<file path="src/rtl/eth_mac_arp_dma_desc_sched.sv">
// Single-channel DMA descriptor scheduler.
// Posted descriptors are queued in a small FIFO and then tagged. They are issued
// to the DMA engine under an outstanding-transfer credit limit. Returned status
// is matched against the oldest expected tag and turned into completion records
// and interrupt pulses.
module eth_mac_arp_dma_desc_sched #(
    parameter int DEPTH           = 4,
    parameter int ADDR_WIDTH      = 32,
    parameter int LEN_WIDTH       = 20,
    parameter int TAG_WIDTH       = 8,
    parameter int MAX_OUTSTANDING = 2
) (
    input  logic                               clk,
    input  logic                               rst,
    input  logic                               enable_i,
    input  logic                               flush_i,
    input  logic [ADDR_WIDTH-1:0]              s_desc_addr_i,
    input  logic [LEN_WIDTH-1:0]               s_desc_len_i,
    input  logic                               s_desc_valid_i,
    output logic                               s_desc_ready_o,
    output logic [ADDR_WIDTH-1:0]              m_dma_desc_addr_o,
    output logic [LEN_WIDTH-1:0]               m_dma_desc_len_o,
    output logic [TAG_WIDTH-1:0]               m_dma_desc_tag_o,
    output logic                               m_dma_desc_valid_o,
    input  logic                               m_dma_desc_ready_i,
    input  logic [LEN_WIDTH-1:0]               s_dma_status_len_i,
    input  logic [TAG_WIDTH-1:0]               s_dma_status_tag_i,
    input  logic [3:0]                         s_dma_status_error_i,
    input  logic                               s_dma_status_valid_i,
    output logic [LEN_WIDTH-1:0]               cpl_len_o,
    output logic [TAG_WIDTH-1:0]               cpl_tag_o,
    output logic [3:0]                         cpl_error_o,
    output logic                               cpl_valid_o,
    output logic [$clog2(DEPTH):0]             fifo_count_o,
    output logic [$clog2(MAX_OUTSTANDING):0]   outstanding_o,
    output logic                               irq_done_o,
    output logic                               irq_error_o,
    output logic                               err_tag_mismatch_o
);

    localparam int PTR_W = $clog2(DEPTH);
    localparam int CNT_W = PTR_W + 1;
    localparam int OUT_W = $clog2(MAX_OUTSTANDING) + 1;

    typedef enum logic [0:0] {
        IDLE  = 1'b0,
        ISSUE = 1'b1
    } state_t;

    state_t                 state_q, state_d;

    logic [ADDR_WIDTH-1:0]  addrMem_q [DEPTH];
    logic [LEN_WIDTH-1:0]   lenMem_q  [DEPTH];
    logic [PTR_W-1:0]       wrPtr_q, rdPtr_q;
    logic [CNT_W-1:0]       count_q;

    logic [ADDR_WIDTH-1:0]  descAddr_q;
    logic [LEN_WIDTH-1:0]   descLen_q;
    logic [TAG_WIDTH-1:0]   descTag_q;
    logic                   descValid_q;
    logic [TAG_WIDTH-1:0]   issueTag_q;
    logic [TAG_WIDTH-1:0]   expTag_q;
    logic [OUT_W-1:0]       outCnt_q;

    logic [LEN_WIDTH-1:0]   cplLen_q;
    logic [TAG_WIDTH-1:0]   cplTag_q;
    logic [3:0]             cplErr_q;
    logic                   cplValid_q;
    logic                   irqDone_q;
    logic                   irqError_q;
    logic                   tagMismatch_q;

    logic                   push;
    logic                   loadIssue;
    logic                   handshake;
    logic                   statusAccepted;
    logic                   tagMatch;

    // Ready is the only combinational output: flush blocks a same-cycle push.
    assign s_desc_ready_o = (count_q < CNT_W'(DEPTH)) && !flush_i;
    assign push           = s_desc_valid_i && s_desc_ready_o;
    assign statusAccepted = s_dma_status_valid_i && (outCnt_q != '0);
    assign tagMatch       = (s_dma_status_tag_i == expTag_q);

    // Descriptor storage; contents need no reset because count/pointers gate use.
    always_ff @(posedge clk) begin
        if (push) begin
            addrMem_q[wrPtr_q] <= s_desc_addr_i;
            lenMem_q[wrPtr_q]  <= s_desc_len_i;
        end
    end

    // FIFO pointers and occupancy; flush empties the queue in one cycle.
    always_ff @(posedge clk or posedge rst) begin
        if (rst) begin
            wrPtr_q <= '0;
            rdPtr_q <= '0;
            count_q <= '0;
        end else if (flush_i) begin
            wrPtr_q <= '0;
            rdPtr_q <= '0;
            count_q <= '0;
        end else begin
            if (push) begin
                wrPtr_q <= wrPtr_q + PTR_W'(1);
            end
            if (loadIssue) begin
                rdPtr_q <= rdPtr_q + PTR_W'(1);
            end
            count_q <= count_q + CNT_W'(push) - CNT_W'(loadIssue);
        end
    end

    // Issue FSM state register.
    always_ff @(posedge clk or posedge rst) begin
        if (rst) begin
            state_q <= IDLE;
        end else begin
            state_q <= state_d;
        end
    end

    // Issue FSM next state: load the head when credit allows, then wait for the handshake.
    always_comb begin
        state_d   = state_q;
        loadIssue = 1'b0;
        handshake = 1'b0;
        case (state_q)
            IDLE: begin
                if (enable_i && (count_q != '0) && (outCnt_q < OUT_W'(MAX_OUTSTANDING))) begin
                    loadIssue = 1'b1;
                    state_d   = ISSUE;
                end
            end
            ISSUE: begin
                if (m_dma_desc_ready_i) begin
                    handshake = 1'b1;
                    state_d   = IDLE;
                end
            end
            default: begin
                state_d = IDLE;
            end
        endcase
    end

    // Issue register: fields stay stable while valid is held; a tag is consumed on the handshake.
    always_ff @(posedge clk or posedge rst) begin
        if (rst) begin
            descAddr_q  <= '0;
            descLen_q   <= '0;
            descTag_q   <= '0;
            descValid_q <= 1'b0;
            issueTag_q  <= '0;
        end else if (loadIssue) begin
            descAddr_q  <= addrMem_q[rdPtr_q];
            descLen_q   <= lenMem_q[rdPtr_q];
            descTag_q   <= issueTag_q;
            descValid_q <= 1'b1;
        end else if (handshake) begin
            descValid_q <= 1'b0;
            issueTag_q  <= issueTag_q + TAG_WIDTH'(1);
        end
    end

    // Outstanding credit: issues add, accepted statuses remove, simultaneous events cancel.
    always_ff @(posedge clk or posedge rst) begin
        if (rst) begin
            outCnt_q <= '0;
        end else begin
            outCnt_q <= outCnt_q + OUT_W'(handshake) - OUT_W'(statusAccepted);
        end
    end

    // Completion records and interrupts; expected tag resyncs to the received tag + 1.
    always_ff @(posedge clk or posedge rst) begin
        if (rst) begin
            cplLen_q      <= '0;
            cplTag_q      <= '0;
            cplErr_q      <= '0;
            cplValid_q    <= 1'b0;
            irqDone_q     <= 1'b0;
            irqError_q    <= 1'b0;
            tagMismatch_q <= 1'b0;
            expTag_q      <= '0;
        end else begin
            cplValid_q <= statusAccepted;
            irqDone_q  <= statusAccepted && (s_dma_status_error_i == 4'd0) && tagMatch;
            irqError_q <= s_dma_status_valid_i &&
                          ((outCnt_q == '0) || (s_dma_status_error_i != 4'd0) || !tagMatch);
            if (statusAccepted) begin
                cplLen_q <= s_dma_status_len_i;
                cplTag_q <= s_dma_status_tag_i;
                cplErr_q <= s_dma_status_error_i;
                expTag_q <= s_dma_status_tag_i + TAG_WIDTH'(1);
            end
            if (statusAccepted && !tagMatch) begin
                tagMismatch_q <= 1'b1;
            end else if (flush_i) begin
                tagMismatch_q <= 1'b0;
            end
        end
    end

    assign m_dma_desc_addr_o  = descAddr_q;
    assign m_dma_desc_len_o   = descLen_q;
    assign m_dma_desc_tag_o   = descTag_q;
    assign m_dma_desc_valid_o = descValid_q;
    assign cpl_len_o          = cplLen_q;
    assign cpl_tag_o          = cplTag_q;
    assign cpl_error_o        = cplErr_q;
    assign cpl_valid_o        = cplValid_q;
    assign fifo_count_o       = count_q;
    assign outstanding_o      = outCnt_q;
    assign irq_done_o         = irqDone_q;
    assign irq_error_o        = irqError_q;
    assign err_tag_mismatch_o = tagMismatch_q;

endmodule

</file>
<file path="config.mk">
export PLATFORM = sky130hd
export DESIGN_NAME = eth_mac_arp_dma_desc_sched
export DESIGN_NICKNAME = d
export VERILOG_FILES = /design/src/rtl/eth_mac_arp_dma_desc_sched.sv
export SDC_FILE = /design/constraint.sdc
export NUM_CORES = 1
export LEC_CHECK = 0
export ABC_AREA = 1
export CAP_MARGIN = 20
export CORE_MARGIN = 2
export CORE_UTILIZATION = 54
export DETAILED_ROUTE_END_ITERATION = 6
export PLACE_DENSITY = 0.88
export SLEW_MARGIN = 20
export SYNTH_ARGS = -nofsm -noshare
export SYNTH_HDL_FRONTEND = slang
export SYNTH_SLANG_ARGS = --single-unit
</file>
<file path="constraint.sdc">
create_clock -name clk -period 4.9 [get_ports clk]
set_clock_uncertainty 0.1 [all_clocks]
set_input_delay 0.98 -clock clk [delete_from_list [all_inputs] [get_ports clk]]
set_output_delay 0.98 -clock clk [all_outputs]
set_load 0.05 [all_outputs]
</file>
==> results.md <==
- Unique masters post-synth: 30
- Final setup fails: 0
- Crit path launch type: input port
- Area after DPL: approximately 15000 um2
- Synth Area per Inst: between 10 and 15 um2
- DIE AREA: 24900 um2
- Worst path cell trace: clkdlybuf4s50_1, nor2_1, clkdlybuf4s50_1
- Top-count cell post-synth: nand2_1
- DP Cell Count: between 1500 and 2000
- Initial Util: 54.7%
- Most frequent CP cell: clkdlybuf4s50_1
- Finished Cell Area: 16100 um2
- GR Overflow Total: 0
- Resized cells post-CTS: 0
- Setup Buffers After CTS: 0
- CORE AREA: approximately 23000 um2
- Worst-path clk slew: about 60 ps
- Area leader, netlist: edfxtp_1
- Area growth syn-to-layout: 26.5%
- Min Hold Slack: approximately 380 ps
- First-pass iteration count of the detailed router: 5
- Vias in the first global route: 8710
- CTS tree: yes
- Post-synth EDFFs: about 210
- Main combinational cell family by area after synthesis: simple AND/OR/NAND/NOR gates
- Vias: 8753
- Die width: between 150 and 200 um
- Power density over the cells: between 600 and 700 nW/um2
- Worst Path Required: ~3800 ps
- Peak VDD IR: ~0.41 mV
- PortBufs: 193
- Largest net degree at the start of global routing: roughly 110
- Leak pwr: 6.46 nW
- Synth top area share: roughly 49%
- Synth Flop Type: edfxtp_1
- Final hold violation count: 0
- Sequential fraction of the synthesis area: 73.1%
- Worst hold path class: reg -> reg
- Finished Layout Cells: 1620
- CP max stage delay: around 860 ps
- H-tree Lvls: 1
- # clock sinks: 331
- Minimum clock period: between 3000 and 4000 ps
- Final ANT Viol Nets: 0
- Rows: 56
- Vias/cell: 5.40
- Detailed Place HPWL: 16900 um
- Net count, final: approximately 1400
- Clk buf depth: 3
- Main area contributors after synthesis: edfxtp_1, dfrtp_1, nand2_1
- Root buf cell: clkbuf_16
- Ratio of cells with drive above 1 in the final layout: 6.38%
- Drc violations: 0
- Post-synthesis mux area share: 0%
- Clock latency at the later pin of the worst-skew pair: 550 ps
- Iteration-0 DRC Markers: approximately 750
- Period utilization: between 70 and 80%
- Antenna violations before repair: 2
- #FFs+latches synth: 331
- Post-synthesis simple-gate area fraction: 13.8%
- Adder-cell share of the synthesized area: about 1.1%
- # hold bufs at CTS: 0
- Synth Area in Compound Gates: 7.87%
- Max Cap Violations: 0
- WL/cell: about 17 um
- Num CTS Buffers: 31
- Gpl congestion: 0.791
- Crit end category: primary output
- Final WL: 28200 um
- Synthesized Nets: between 1000 and 1500
- Max-slew headroom: 30.6%
- Asr flop ratio synth: ~37%
- R2R cell count: 5
- Post-Synthesis Cells: approximately 1100
- Die H: approximately 160 um
- First-pass GRT wire length: 43900 um
- Sequential standard cell area: between 9000 and 10000 um2
- Outcome: completed
- Post-synthesis xor/xnor area fraction: 0.687%
- Synthesized area: 12800 um2
- Slowest CP cell: clkdlybuf4s50_1
- Crit Path Max Fanout: 6
- Overall power: between 9 and 10 mW
- Yosys warns: 0
- Worst hold path stage count: 2
- Synth cell count leaders: nand2_1, edfxtp_1, nor2_1, dfrtp_1, o21ai_0
- Fmax: about 270 MHz
- Fin. max-slew vios: 0
- Crit path DAT: about 2600 ps
- Fillers: 1529
- Multi-input gate area: between 3000 and 4000 um2
- Final setup TNS: 0 ps
- I/O pin total: 194
- Worst Tran Pin Value: 1040 ps
- RSZ-0062 raised after global routing: false
- CP Class: in -> out
- Gr usage total: 22.5%
[stage by stage]
step / setup slack, ps / util [%]
3_3_place_gp: 1270 / 64.3
6_report: 1200 / 69.1
5_1_grt: 1170 / 69.1
3_5_place_dp: 1210 / 64.3
4_1_cts: 1210 / 69.1
2_1_floorplan: 47.7 / -
[layout make-up]
cell class	count	share of cell area [%]
inverters	50	1.23
multi-input cells	658	18.8
flip-flops and latches	331	57.8
diodes	1	0.0155
clock buffers	33	4.92
well taps	319	2.47
clock inverters	24	2.06
repair buffers	204	12.7
[kinds of logic after synthesis]
group | after synthesis
buffers and inverters | 103
AO/OA/AOI/OAI | 185
XOR/XNOR | 10
flip-flops | 331
AND/OR/NAND/NOR | 452
adder cells (fa/ha/maj) | 11
[flip-flops by register name, indices dropped and copies added (netlist names)]
signal / count
issueTag_q: 8
state_q: 1
lenMem_q: 80
m_dma_desc_addr_o: 32
expTag_q: 8
outstanding_o: 2
err_tag_mismatch_o: 1
cpl_valid_o: 1
cpl_error_o: 4
irq_error_o: 1
fifo_count_o: 3
cpl_len_o: 20
m_dma_desc_tag_o: 8
addrMem_q: 128
rdPtr_q: 2
wrPtr_q: 2
irq_done_o: 1
m_dma_desc_len_o: 20
cpl_tag_o: 8
m_dma_desc_valid_o: 1
[path summary, 6_finish.rpt]
path,end,slack (ps),start
setup / recovery,s_desc_ready_o,1200,flush_i
hold / removal,cpl_len_o[4]$_DFFE_PP0P_,380,cpl_len_o[4]$_DFFE_PP0P_
setup reg to reg,m_dma_desc_addr_o[5]$_DFFE_PP0P_,2400,rdPtr_q[1]$_DFFE_PP0P_
hold reg to reg,cpl_len_o[4]$_DFFE_PP0P_,380,cpl_len_o[4]$_DFFE_PP0P_
max in group asynchronous,m_dma_desc_addr_o[19]$_DFFE_PP0P_,3080,rst
min in group asynchronous,cpl_len_o[10]$_DFFE_PP0P_,870,rst
[layer usage]
layer / global-route usage (%) / wire, um
met1: 28.5 / 11200
met3: 4.76 / 2470
met4: 6.88 / 582
met2: 39.2 / 13900
met5: 0 / 13
[placed cells by master, fill, tap and decap left out, types with 6 or more instances in the layout]
master / netlist / final
buf_4: 1 / 8
bufinv_16: 0 / 7
clkbuf_16: 0 / 31
clkdlybuf4s50_1: 0 / 193
clkinvlp_4: 0 / 7
dfrtp_1: 123 / 121
edfxtp_1: 208 / 208
ha_1: 10 / 10
inv_1: 47 / 45
nand2_1: 294 / 294
nand3_1: 14 / 14
nor2_1: 133 / 129
o21ai_0: 119 / 119
o21ai_1: 10 / 10
o22ai_1: 52 / 52
xnor2_1: 6 / 6
[power breakdown]
part	switching (mW)	internal [mW]	total (mW)
Combinational	2.41	1.09	3.50
Clock	1.04	1.55	2.59
Sequential	0.303	3.51	3.81
Total	3.75	6.15	9.90
[worst max-delay path: cells and delay by family]
kind / cells / cell delay, ps
buf+inv: 2 / 1400
simple gates: 1 / 230
(Power assumes the default switching activity.)
